File: config.mk
export PLATFORM = sky130hd
export DESIGN_NAME = bcd2bin_seq_flat
export DESIGN_NICKNAME = d
export VERILOG_FILES = /design/src/rtl/bcd2bin_seq_if.sv /design/src/rtl/bcd2bin_seq.sv /design/src/flat_wrapper.sv
export SDC_FILE = /design/constraint.sdc
export NUM_CORES = 1
export LEC_CHECK = 0
export CORE_UTILIZATION = 35
export CTS_BUF_LIST = sky130_fd_sc_hd__clkbuf_4
export DETAILED_ROUTE_END_ITERATION = 7
export GPL_TIMING_DRIVEN = 0
export PLACE_DENSITY = 0.58
export SKIP_CTS_REPAIR_TIMING = 1
export SLEW_MARGIN = 10
export SYNTH_ARGS = -nofsm -noshare
export SYNTH_HDL_FRONTEND = slang
export SYNTH_SLANG_ARGS = --single-unit
File: constraint.sdc
create_clock -name clk -period 9.2 [get_ports clk]
set_clock_uncertainty 0.05 [all_clocks]
set_input_delay 2.3 -clock clk [delete_from_list [all_inputs] [get_ports clk]]
set_output_delay 2.3 -clock clk [all_outputs]
set_load 0.005 [all_outputs]
File: src/rtl/bcd2bin_seq_if.sv
// bcd2bin_seq_if: handshake and data bundle for the BCD-to-binary converter.
//   master: drives inicio and the eight BCD digits, observes the result.
//   slave : the converter; receives start/digits, returns numero/pronto/
//           ocupado/erro.
//   inicio      start request
//   num0..num7  BCD digits, num0 = units, num7 = 10^7
//   numero      binary result (LARGURA bits), held until next completion
//   pronto      one-cycle completion pulse
//   ocupado     conversion in progress
//   erro        an input digit was > 9; held with numero
interface bcd2bin_seq_if #(
    parameter int LARGURA = 27
);
    logic               inicio;
    logic [3:0]         num0, num1, num2, num3, num4, num5, num6, num7;
    logic [LARGURA-1:0] numero;
    logic               pronto;
    logic               ocupado;
    logic               erro;

    modport master (
        output inicio, num0, num1, num2, num3, num4, num5, num6, num7,
        input  numero, pronto, ocupado, erro
    );

    modport slave (
        input  inicio, num0, num1, num2, num3, num4, num5, num6, num7,
        output numero, pronto, ocupado, erro
    );
endinterface

File: src/rtl/bcd2bin_seq.sv
// bcd2bin_seq: sequential BCD-to-binary converter. Latches eight BCD digits
// on a start request and accumulates acc = acc*10 + digit, most significant
// digit first, one digit per clock. The result is presented for one cycle
// with pronto and then held on numero/erro until the next completion.
//   clk    system clock, rising edge
//   rst_n  synchronous active-low reset
//   bus    slave side of bcd2bin_seq_if (inicio, num0..num7 in;
//          numero, pronto, ocupado, erro out)
module bcd2bin_seq #(
    parameter int N_DIGITOS = 8,
    parameter int LARGURA   = 27
) (
    input  logic         clk,
    input  logic         rst_n,
    bcd2bin_seq_if.slave bus
);
    localparam int IW = (N_DIGITOS > 1) ? $clog2(N_DIGITOS) : 1;

    typedef enum logic [1:0] {OCIOSO, CONVERTE, FIM} estado_t;

    estado_t              estado_q;
    logic [4*N_DIGITOS-1:0] dig_q;
    logic [LARGURA-1:0]   acc_q, acc_d;
    logic [IW-1:0]        idx_q;
    logic                 err_q, err_d;
    logic [LARGURA-1:0]   numero_q;
    logic                 pronto_q, ocupado_q, erro_q;
    logic [3:0]           dig_cur;

    // One accumulation step for the digit currently selected by idx_q.
    // acc*10 is built from shifts, kept in LARGURA bits (cannot overflow for
    // a legal LARGURA). An invalid digit contributes 0 and sets the flag.
    always_comb begin
        dig_cur = dig_q[idx_q*4 +: 4];
        err_d   = err_q | (dig_cur > 4'd9);
        acc_d   = (acc_q << 3) + (acc_q << 1)
                + ((dig_cur > 4'd9) ? '0 : {{(LARGURA-4){1'b0}}, dig_cur});
    end

    always_ff @(posedge clk) begin
        if (!rst_n) begin
            estado_q  <= OCIOSO;
            dig_q     <= '0;
            acc_q     <= '0;
            idx_q     <= '0;
            err_q     <= 1'b0;
            numero_q  <= '0;
            pronto_q  <= 1'b0;
            ocupado_q <= 1'b0;
            erro_q    <= 1'b0;
        end else begin
            case (estado_q)
                OCIOSO: begin
                    pronto_q <= 1'b0;
                    if (bus.inicio) begin
                        dig_q     <= {bus.num7, bus.num6, bus.num5, bus.num4,
                                      bus.num3, bus.num2, bus.num1, bus.num0};
                        acc_q     <= '0;
                        err_q     <= 1'b0;
                        idx_q     <= IW'(N_DIGITOS - 1);
                        ocupado_q <= 1'b1;
                        estado_q  <= CONVERTE;
                    end
                end
                CONVERTE: begin
                    acc_q <= acc_d;
                    err_q <= err_d;
                    if (idx_q == '0) begin
                        // Last digit: publish straight from the step result so
                        // numero/erro are valid in the same cycle pronto rises.
                        numero_q  <= err_d ? '0 : acc_d;
                        erro_q    <= err_d;
                        pronto_q  <= 1'b1;
                        ocupado_q <= 1'b0;
                        estado_q  <= FIM;
                    end else begin
                        idx_q <= idx_q - 1'b1;
                    end
                end
                FIM: begin
                    pronto_q <= 1'b0;
                    estado_q <= OCIOSO;
                end
                default: begin
                    pronto_q  <= 1'b0;
                    ocupado_q <= 1'b0;
                    estado_q  <= OCIOSO;
                end
            endcase
        end
    end

    assign bus.numero  = numero_q;
    assign bus.pronto  = pronto_q;
    assign bus.ocupado = ocupado_q;
    assign bus.erro    = erro_q;
endmodule

File: src/flat_wrapper.sv
// flat-port wrapper written by rule: the top's interface ports become plain ports
module bcd2bin_seq_flat 
#(
    parameter int N_DIGITOS = 8,
    parameter int LARGURA   = 27
)
  (clk, rst_n, bus_inicio, bus_num0, bus_num1, bus_num2, bus_num3, bus_num4, bus_num5, bus_num6, bus_num7, bus_numero, bus_pronto, bus_ocupado, bus_erro);
  bcd2bin_seq_if #(.LARGURA(LARGURA)) bus_i ();
  input  logic clk;
  input  logic rst_n;
  input wire logic [$bits(bus_i.inicio)-1:0] bus_inicio;
  input wire logic [$bits(bus_i.num0)-1:0] bus_num0;
  input wire logic [$bits(bus_i.num1)-1:0] bus_num1;
  input wire logic [$bits(bus_i.num2)-1:0] bus_num2;
  input wire logic [$bits(bus_i.num3)-1:0] bus_num3;
  input wire logic [$bits(bus_i.num4)-1:0] bus_num4;
  input wire logic [$bits(bus_i.num5)-1:0] bus_num5;
  input wire logic [$bits(bus_i.num6)-1:0] bus_num6;
  input wire logic [$bits(bus_i.num7)-1:0] bus_num7;
  output wire logic [$bits(bus_i.numero)-1:0] bus_numero;
  output wire logic [$bits(bus_i.pronto)-1:0] bus_pronto;
  output wire logic [$bits(bus_i.ocupado)-1:0] bus_ocupado;
  output wire logic [$bits(bus_i.erro)-1:0] bus_erro;
  assign bus_i.inicio = bus_inicio;
  assign bus_i.num0 = bus_num0;
  assign bus_i.num1 = bus_num1;
  assign bus_i.num2 = bus_num2;
  assign bus_i.num3 = bus_num3;
  assign bus_i.num4 = bus_num4;
  assign bus_i.num5 = bus_num5;
  assign bus_i.num6 = bus_num6;
  assign bus_i.num7 = bus_num7;
  assign bus_numero = bus_i.numero;
  assign bus_pronto = bus_i.pronto;
  assign bus_ocupado = bus_i.ocupado;
  assign bus_erro = bus_i.erro;
  bcd2bin_seq #(.N_DIGITOS(N_DIGITOS), .LARGURA(LARGURA)) u_core (.clk(clk), .rst_n(rst_n), .bus(bus_i));
endmodule
==> flow_metrics.tcl <==
set metrics [dict create \
    die_area_sq_mm 0.0158 \
    antenna_found_initial 0 \
    critPathArrivalTime_ps 4640 \
    dp_cells 868 \
    hpwlAfterDp_um 11400 \
    rsz0062_at_grt "false" \
    grt_max_degree 18 \
    syn-num-nets 708 \
    seq_area_frac_synth_pct 35.2 \
    die_h_um 126 \
    reg2reg_to "u_core.bus.numero[19]" \
    max_slew_margin_pct 54.1 \
    fillers 1473 \
    vias 4787 \
    yosysUniqueCellTypes 63 \
    h-tree-depth 3 \
    syn_area_sq_mm 0.00535 \
    grt-ovfl-total 0 \
    failed_checks "design-rule violations" \
    p_per_area_mw_per_mm2 124 \
    cts_buffers 9 \
    path_class "reg2reg" \
    synthToLayoutAreaGrowth_pct 18.3 \
    min_from "u_core.bus.pronto" \
    max-cap-violations 0 \
    status "complete, but fails checks" \
    clock-sinks 94 \
    io_pins 65 \
    synth-compound-area-share_pct 24.5 \
    hold_viol_final 0 \
    n_antenna_cell 0 \
    synthArstFlopShare_pct 0 \
    synth-simple-area-share_pct 16.9 \
    fp.dieW_um 126 \
    globalplace.congestion 0.911 \
    timing.rr.start "u_core.idx_q[2]" \
    top_layer_used "met4" \
    min_to "u_core.bus.pronto" \
    nets 782 \
    fmax_mhz 232 \
    finalWirelength_um 14600 \
    vdd_ir_drop_max_v 0.0000552 \
    tns_ps 0 \
    grt_pass1_wl_um 23800 \
    postRouteAntennaNets 0 \
    setup_viol 0 \
    dr_wl_met2_um 7120 \
    final_common_cell "nand2_1" \
    ys_warn_count 0 \
    clock_path_buffers 2 \
    worst-r2r-cell-count 14 \
    ys_ff_latch 94 \
    synthAdderAreaFrac_pct 12.5 \
    drtPass1Iterations 7 \
    syn_avg_cell_area_sq_um 8.61 \
    worst_pin_slew_ps 688 \
    crit_path_max_fanout 10 \
    hold_class "reg2reg" \
    path_clk_slew_ps 170 \
    first_iter_violations 231 \
    ys.flop_type "dfxtp_1" \
    finalNonFillerCells 884 \
    rows 44 \
    hold_depth 2 \
    insertion_delay_ps 480 \
    p_leak_nw 2.59 \
    synth_top_family_by_area "compound AO/OA/AOI/OAI gates" \
    slew_viol_final 0 \
    reg2reg_slack_ps 4890 \
    cts-root-buf "clkbuf_4" \
    final_core_util_pct 43.0 \
    cp-start-kind "flop" \
    wl_met3_um 615 \
    drt-met1-wl_um 6630 \
    layout_min_cycle_time_ps 4310 \
    synth.area.mux_share_pct 4.19 \
    port_buffers 63 \
    drc 1 \
    synth_edf_count 0 \
    synth_xor_area_share_pct 2.46 \
    final_cell_mix "nand2_1, dfxtp_1, a21oi_1" \
    cts_tree "built" \
    start_util_pct 36.4 \
    wl_per_cell_um 16.5 \
    first_global_vias 4773 \
    worst_ep_required_time_ps 9530 \
    endpoint_kind "flop" \
    period_share_pct 46.8 \
    synth_cells 621 \
    core-area_sq_mm 0.0147 \
    hold_ws_ps 408 \
    vias_per_cell 5.42 \
    grt_use_total_pct 19.1 \
    drive_above_1_share_pct 6.14 \
]
worst max path at each step:
| stage | endpoint | from | slack, ps | depth (start not counted) |
|---|---|---|---|---|
| 2_1_floorplan | u_core.acc_q[19] | u_core.idx_q[2] | 5500 | 14 |
| 3_3_place_gp | u_core.acc_q[22] | bus_inicio | 4620 | 6 |
| 3_5_place_dp | u_core.acc_q[25] | bus_inicio | 4610 | 6 |
| 4_1_cts | u_core.acc_q[16] | u_core.idx_q[1] | 4920 | 15 |
| 5_1_grt | u_core.bus.numero[16] | u_core.idx_q[1] | 4680 | 15 |
| 6_report | u_core.bus.numero[19] | u_core.idx_q[2] | 4890 | 14 |
per-stage QoR:
stage / instance area, sq um / total power, mW / setup WS [ps]
final: 6320 / 0.782 / 4890
after detailed placement: 6210 / 0.580 / 4610
after global placement: 6210 / 0.578 / 4620
after global routing: 6320 / 0.822 / 4680
after CTS: 6320 / 0.791 / 4920
after floorplan: 5350 / 0.528 / 5500
final cells by class:
cell class / instances / area [sq um] / area share, %
Multi-Input combinational cell: 473 / 3230 / 51.1
Sequential cell: 94 / 1880 / 29.8
Timing Repair Buffer: 63 / 631 / 9.97
Tap cell: 184 / 230 / 3.64
Buffer: 38 / 171 / 2.71
Clock buffer: 9 / 67.6 / 1.07
Inverter: 16 / 60.1 / 0.950
Clock inverter: 7 / 51.3 / 0.811
power breakdown:
group          switching [mW]  internal, mW  leakage (nW)
Clock                   0.153        0.0581        0.0652
Combinational          0.0792        0.0581          1.76
Sequential             0.0108         0.423         0.764
critical path: stages (launching register included):
cell	delay [ps]
dfxtp_1	380
buf_6	130
buf_6	150
a21oi_1	70
mux4_2	570
a21o_1	220
fa_1	550
inv_1	60
ha_1	310
a211oi_1	270
o21ai_1	290
o21ai_0	380
a21oi_1	140
or3_1	350
a32o_1	260
metal layers:
layer | GRT usage, % | up-vias
li1 | - | 2407
met1 | 23.2 | 2264
met2 | 34.0 | 98
met3 | 3.25 | 18
met4 | 6.31 | 0
met5 | 0 | -
flip-flops by register name (all words and copies together), names as in the netlist:
register,count
u_core.dig_q,32
u_core.bus.numero,27
u_core.acc_q,26
u_core.idx_q,3
u_core.estado_q,2
u_core.bus.erro,1
u_core.bus.ocupado,1
u_core.bus.pronto,1
u_core.err_q,1
kinds of logic after synthesis:
logic type,Yosys count
xor+xnor,15
compound gates,194
mux,11
simple gates,201
buf+inv,54
flops,94
fa+ha+maj,52
Yosys cell counts (3+ instances only):
cell / n / share of area [%]
nand2_1: 109 / 7.7
dfxtp_1: 94 / 35
a21oi_1: 67 / 6.3
ha_1: 50 / 12
nor2_1: 34 / 2.4
o21ai_0: 29 / 2.7
clkbuf_1: 28 / 2.0
a22o_1: 17 / 2.8
inv_1: 15 / 1.1
a22oi_1: 11 / 1.5
nor3_1: 10 / 0.94
a21o_1: 9 / 1.3
mux4_2: 9 / 3.8
a32o_1: 8 / 1.5
and2_1: 8 / 0.94
xor2_1: 8 / 1.3
nand3_1: 7 / 0.66
nand4_1: 7 / 0.82
xnor2_1: 7 / 1.1
a211oi_1: 6 / 0.84
o211ai_1: 5 / 0.70
a32oi_1: 4 / 0.66
buf_2: 4 / 0.37
nand2b_1: 4 / 0.47
nor2b_1: 4 / 0.47
or3_1: 4 / 0.47
a211o_1: 3 / 0.49
a21boi_0: 3 / 0.42
and4_1: 3 / 0.49
nand3b_1: 3 / 0.42
o21a_1: 3 / 0.42
o21ai_1: 3 / 0.28
(Power assumes the default switching activity.)
